==> config.mk <==
export PLATFORM = sky130hd
export DESIGN_NAME = pipe_hazard_ctrl
export DESIGN_NICKNAME = d
export VERILOG_FILES = /design/src/rtl/pipe_ctrl_pkg.sv /design/src/rtl/pipe_sat_counter.sv /design/src/rtl/pipe_hazard_ctrl.sv
export SDC_FILE = /design/constraint.sdc
export NUM_CORES = 1
export LEC_CHECK = 0
export ABC_CLOCK_PERIOD_IN_PS = 1300
export BUFFER_PORTS_ARGS = -buffer_cell sky130_fd_sc_hd__buf_2
export CAP_MARGIN = 10
export CORE_AREA = 10 10 47 49
export DETAILED_ROUTE_END_ITERATION = 10
export DIE_AREA = 0 0 57 59
export GPL_ROUTABILITY_DRIVEN = 1
export SETUP_SLACK_MARGIN = 0.02
export SYNTH_ARGS = -nofsm -noshare
export SYNTH_HDL_FRONTEND = slang
export SYNTH_SLANG_ARGS = --single-unit
export TNS_END_PERCENT = 30
==> constraint.sdc <==
create_clock -name clk -period 1.3 [get_ports clk]
set_input_delay 0.065 -clock clk [delete_from_list [all_inputs] [get_ports clk]]
set_output_delay 0.065 -clock clk [all_outputs]
set_load 0.02 [all_outputs]
==> src/rtl/pipe_ctrl_pkg.sv <==
`default_nettype none
// ============================================================================
// Module      : pipe_ctrl_pkg
// Description : FSM encodings, default drain length and the per-cycle
//               control bundle for the pipeline hazard sequencer.
// Revision    : 1.0 - initial release
// ============================================================================
package pipe_ctrl_pkg;

    localparam logic [1:0] ST_RUN    = 2'd0;
    localparam logic [1:0] ST_DRAIN  = 2'd1;
    localparam logic [1:0] ST_HALTED = 2'd2;

    localparam int DEF_DRAIN_CYCLES = 3;

    typedef struct packed {
        logic pc_en;
        logic ifid_en;
        logic idex_en;
        logic exmem_en;
        logic memwb_en;
        logic ifid_flush;
        logic idex_flush;
        logic exmem_flush;
        logic memwb_flush;
    } pipe_ctl_t;

endpackage
`default_nettype wire

==> src/rtl/pipe_sat_counter.sv <==
`default_nettype none
// ============================================================================
// Module      : pipe_sat_counter
// Description : W-bit up counter that sticks at all-ones; sync active-high rst.
// Revision    : 1.0 - initial release
// ============================================================================
module pipe_sat_counter #(
    parameter int W = 16
) (
    input  logic         clk,
    input  logic         rst,
    input  logic         inc_i,
    output logic [W-1:0] count_o
);

    logic [W-1:0] count_q;
    logic [W-1:0] count_d;

    always_comb begin
        count_d = count_q;
        if (inc_i && (count_q != {W{1'b1}})) begin
            count_d = count_q + W'(1);
        end
    end

    always_ff @(posedge clk) begin
        if (rst) begin
            count_q <= '0;
        end else begin
            count_q <= count_d;
        end
    end

    assign count_o = count_q;

endmodule
`default_nettype wire

==> src/rtl/pipe_hazard_ctrl.sv <==
`default_nettype none
// ============================================================================
// Module      : pipe_hazard_ctrl
// Description : Per-cycle hold/load/bubble control for IF/ID, ID/EX, EX/MEM,
//               MEM/WB plus the HLT drain-and-freeze sequence.
//               Define PIPE_CTRL_STATS_EN to add stall_cnt / flush_cnt outputs.
// Revision    : 1.0 - initial release
// ============================================================================
module pipe_hazard_ctrl
    import pipe_ctrl_pkg::*;
#(
    parameter int DRAIN_CYCLES = DEF_DRAIN_CYCLES,
    parameter int CNT_W        = 16
) (
    input  logic             clk,
    input  logic             rst,
    input  logic             lu_hazard,
    input  logic             br_taken,
    input  logic             imem_busy,
    input  logic             dmem_busy,
    input  logic             hlt_id,
    output logic             pc_en,
    output logic             ifid_en,
    output logic             idex_en,
    output logic             exmem_en,
    output logic             memwb_en,
    output logic             ifid_flush,
    output logic             idex_flush,
    output logic             exmem_flush,
    output logic             memwb_flush,
    output logic             halted,
    output logic [1:0]       ctrl_state
`ifdef PIPE_CTRL_STATS_EN
    ,
    output logic [CNT_W-1:0] stall_cnt,
    output logic [CNT_W-1:0] flush_cnt
`endif
);

    localparam int DRAIN_W = (DRAIN_CYCLES > 1) ? $clog2(DRAIN_CYCLES) : 1;
    localparam logic [DRAIN_W-1:0] DRAIN_LOAD = DRAIN_W'(DRAIN_CYCLES - 1);

    if ((DRAIN_CYCLES < 1) || (CNT_W < 1)) begin : g_param_check
        $error("pipe_hazard_ctrl: DRAIN_CYCLES and CNT_W must be at least 1");
    end

    logic [1:0]         state_q, state_d;
    logic [DRAIN_W-1:0] cnt_q, cnt_d;
    logic               halted_q;
    pipe_ctl_t          ctl;

    always_comb begin
        ctl     = '0;
        state_d = state_q;
        cnt_d   = cnt_q;
        case (state_q)
            ST_RUN: begin
                if (dmem_busy) begin
                    ctl.memwb_en    = 1'b1;
                    ctl.memwb_flush = 1'b1;
                end else if (lu_hazard) begin
                    ctl.idex_en    = 1'b1;
                    ctl.idex_flush = 1'b1;
                    ctl.exmem_en   = 1'b1;
                    ctl.memwb_en   = 1'b1;
                end else if (hlt_id) begin
                    // HLT moves on to ID/EX; fetch stops and IF/ID takes a bubble
                    ctl.ifid_en    = 1'b1;
                    ctl.ifid_flush = 1'b1;
                    ctl.idex_en    = 1'b1;
                    ctl.exmem_en   = 1'b1;
                    ctl.memwb_en   = 1'b1;
                    state_d        = ST_DRAIN;
                    cnt_d          = DRAIN_LOAD;
                end else begin
                    ctl.pc_en      = br_taken | ~imem_busy;
                    ctl.ifid_en    = 1'b1;
                    ctl.ifid_flush = br_taken | imem_busy;
                    ctl.idex_en    = 1'b1;
                    ctl.exmem_en   = 1'b1;
                    ctl.memwb_en   = 1'b1;
                end
            end
            ST_DRAIN: begin
                ctl.ifid_flush = 1'b1;
                if (dmem_busy) begin
                    ctl.memwb_en    = 1'b1;
                    ctl.memwb_flush = 1'b1;
                end else begin
                    ctl.ifid_en  = 1'b1;
                    ctl.idex_en  = 1'b1;
                    ctl.exmem_en = 1'b1;
                    ctl.memwb_en = 1'b1;
                    if (cnt_q == '0) begin
                        state_d = ST_HALTED;
                    end else begin
                        cnt_d = cnt_q - DRAIN_W'(1);
                    end
                end
            end
            ST_HALTED: begin
                state_d = ST_HALTED;
            end
            default: begin
                state_d = ST_RUN;
            end
        endcase
    end

    always_ff @(posedge clk) begin
        if (rst) begin
            state_q  <= ST_RUN;
            cnt_q    <= '0;
            halted_q <= 1'b0;
        end else begin
            state_q  <= state_d;
            cnt_q    <= cnt_d;
            halted_q <= (state_d == ST_HALTED);
        end
    end

    assign pc_en       = ctl.pc_en;
    assign ifid_en     = ctl.ifid_en;
    assign idex_en     = ctl.idex_en;
    assign exmem_en    = ctl.exmem_en;
    assign memwb_en    = ctl.memwb_en;
    assign ifid_flush  = ctl.ifid_flush;
    assign idex_flush  = ctl.idex_flush;
    assign exmem_flush = ctl.exmem_flush;
    assign memwb_flush = ctl.memwb_flush;
    assign halted      = halted_q;
    assign ctrl_state  = state_q;

`ifdef PIPE_CTRL_STATS_EN
    logic stall_inc;
    logic flush_inc;

    // Only RUN cycles count, so both counters freeze once HALTED
    assign stall_inc = (state_q == ST_RUN) && !ctl.pc_en;
    assign flush_inc = (state_q == ST_RUN) && br_taken && !dmem_busy
                       && !lu_hazard && !hlt_id;

    pipe_sat_counter #(.W(CNT_W)) u_stall_cnt (
        .clk     (clk),
        .rst     (rst),
        .inc_i   (stall_inc),
        .count_o (stall_cnt)
    );

    pipe_sat_counter #(.W(CNT_W)) u_flush_cnt (
        .clk     (clk),
        .rst     (rst),
        .inc_i   (flush_inc),
        .count_o (flush_cnt)
    );
`endif

endmodule
`default_nettype wire

==> results.py <==
metrics = {
    "run_status": {
        "status": "finished clean",
    },
    "place": {
        "dpl.hpwl_um": 728,
        "gp_congestion": 0.729,
        "numPortBuffers": 17,
        "dp_worst_setup_slack_ps": -12.3,
    },
    "clock_tree": {
        "htreeDepth": 1,
        "clkSinkCount": 5,
        "clock_path_buffers": 2,
        "worstSkewPairLatency_ps": 230,
        "cts_tree": "done",
        "cts_inserted_buffers": 3,
        "cts-root-buf": "clkbuf_4",
        "clk_pin_slew_ps": 40,
        "hold_buffers": 0,
    },
    "die": {
        "die_w_um": 57,
        "io_pins": 19,
        "design.core.area_um2": 1400,
        "chipHeight_um": 59,
        "rows": 14,
        "start_util": 0.231,
        "die_area_um2": 3360,
    },
    "global_route": {
        "antenna_found_initial": 0,
        "grt_start_max_net_pins": 8,
        "grt_pass1_wl_mm": 1.48,
        "track_usage": 0.0541,
        "grt.overflow.total": 0,
        "grt_pass1_vias": 357,
    },
    "worst_setup_path": {
        "cp_cell_sequence": "or2_4 -> inv_4 -> o21ai_2 -> nor4_4 -> buf_4",
        "critPathLaunchType": "flip-flop",
        "endpoint": "pc_en",
        "timing_worst_setup_path_type": "flip-flop to primary output",
        "worstPathRequired_ps": 1240,
        "r2r_slack_ps": 90,
        "cp_slowest_cell": "dfxtp_2",
        "worstSetupStartpoint": "ctrl_state[1]$_SDFF_PP0_",
        "critPathTopFamily": "simple AND/OR/NAND/NOR gates",
        "path_max_fanout": 2,
        "cp_data_arrival_time_ps": 1200,
        "worst-path-buf-inv": 2,
        "r2r_cells": 5,
        "worst_r2r_startpoint": "cnt_q[0]$_SDFFE_PP0P_",
        "cp-end-kind": "primary output",
        "cp.depth": 5,
        "rr_endpoint": "cnt_q[0]$_SDFFE_PP0P_",
        "max_stage_delay_ps": 310,
    },
    "yosys": {
        "syn_avg_cell_area_um2": 8.31,
        "ys_types": 25,
        "ys_seq_elements": 5,
        "ys_warn_count": 0,
        "yosysSeqAreaShare": 0.309,
        "ys.flop_type": "dfxtp_1",
        "mappedNetlistArea_um2": 324,
        "synth_fp_nets": 47,
        "async_reset_ff_frac": 0,
        "synth-edff-count": 0,
        "postSynthCellCount": 39,
    },
    "timing": {
        "fin_ws_ps": 37.2,
        "fin_crit_ps": 1260,
        "maxSlewViolCount": 0,
        "period_share": 0.971,
        "fin_skew_ps": 0.250,
        "setup_viol": 0,
        "rsz0062_at_grt": "true",
        "setup_tns_ps": 0,
        "worst_hold_slack_ps": 50.8,
        "fmax_mhz": 792,
        "hold_viol_final": 0,
    },
    "finish": {
        "fillers": 159,
        "syn_to_final_growth_pct": 78.8,
        "antennaDiodeCount": 0,
        "nNetsFinal": 75,
        "drive_gt1_frac": 0.682,
    },
    "worst_hold_path": {
        "hp-class": "primary input to flip-flop",
    },
    "drt": {
        "vias": 365,
        "antenna_left": 0,
        "dr.pass1.iters": 4,
        "via_per_inst": 4.45,
        "drt_iter0_markers": 4,
        "routed_wl_um": 979,
        "drc": 0,
        "post_drt_wl_per_cell_um": 11.9,
    },
    "power_and_ir_drop": {
        "p_per_area_nw_per_um2": 829,
        "p_leak_uw": 0.000257,
        "ir_drop_mv": 0.400,
    },
    "flow_run": {
        "cap_violations": 0,
    },
}
## cell families (layout without fill, tap and decap cells)
| family | Yosys count | after routing | synth area share |
|---|---|---|---|
| buffers and inverters | 8 | 35 | 0.116 |
| AND/OR/NAND/NOR | 16 | 16 | 0.340 |
| AO/OA/AOI/OAI | 8 | 8 | 0.185 |
| adder cells (fa/ha/maj) | 1 | 1 | 0.0386 |
| other | 1 | 1 | 0.0116 |
| flip-flops | 5 | 5 | 0.309 |
## cell usage in the layout (no fill, tap or decap), types with 2 or more instances in the layout
cell / netlist / layout
buf_2: 0 / 13
buf_4: 2 / 9
buf_6: 0 / 3
clkbuf_4: 0 / 3
dfxtp_1: 5 / 2
dfxtp_2: 0 / 3
inv_1: 5 / 4
nor2_1: 4 / 3
nor3_1: 2 / 2
## registers in the layout, indices dropped and copies added (netlist names)
name        count
cnt_q           2
ctrl_state      2
halted          1
## how the worst min path moves through the flow
stage / startpoint / to / slack [ps] / cells past startpoint
3_3_place_gp: rst / ctrl_state[1]$_SDFF_PP0_ / 300 / 2
3_5_place_dp: rst / ctrl_state[1]$_SDFF_PP0_ / 300 / 2
6_report: rst / ctrl_state[1]$_SDFF_PP0_ / 50 / 2
4_1_cts: rst / ctrl_state[1]$_SDFF_PP0_ / 40 / 2
5_1_grt: rst / ctrl_state[1]$_SDFF_PP0_ / 60 / 2
2_1_floorplan: rst / ctrl_state[1]$_SDFF_PP0_ / 130 / 1
## layer usage
layer | wire length [um] | track usage
met2 | 467 | 0.0791
met4 | 0 | 0.0302
met3 | 104 | 0.0365
met1 | 408 | 0.0573
met5 | 0 | 0
## layout make-up
cell class	instances	area, um^2	share of cell area
multi-input combinational	26	238	0.410
tap	16	20.0	0.0346
clock buffer	4	26.3	0.0454
timing repair buffer	25	166	0.287
inverter	6	25.0	0.0432
sequential	5	104	0.179
## metrics by stage
stage	total power [uW]	utilization	instances	instance area, um^2
CTS	472	0.367	79	514
detailed placement	278	0.320	72	448
floorplan	239	-	39	343
finish	480	0.413	82	579
global route	517	0.413	82	579
global placement	278	0.320	72	448
## report_power, final
group / internal (uW) / total, uW / switching [uW]
clock: 116 / 173 / 57.6
combinational: 67.5 / 145 / 77.1
sequential: 159 / 162 / 3.32
## repair_timing
item                                    4_1_cts  5_1_grt
endpoints found under the setup margin        2        7
gates cloned                                  0        0
setup buffers                                 3        3
resized for setup                             4       14
endpoints found under the hold margin         0        0
pin swaps                                     2        4
## cell usage after synthesis (2+ instances only)
master   number  share of area
a21oi_1       2          0.031
buf_4         2          0.046
dfxtp_1       5           0.31
inv_1         5          0.058
nor2_1        4          0.046
nor3_1        2          0.031
Power figures use the tool's default switching activity.
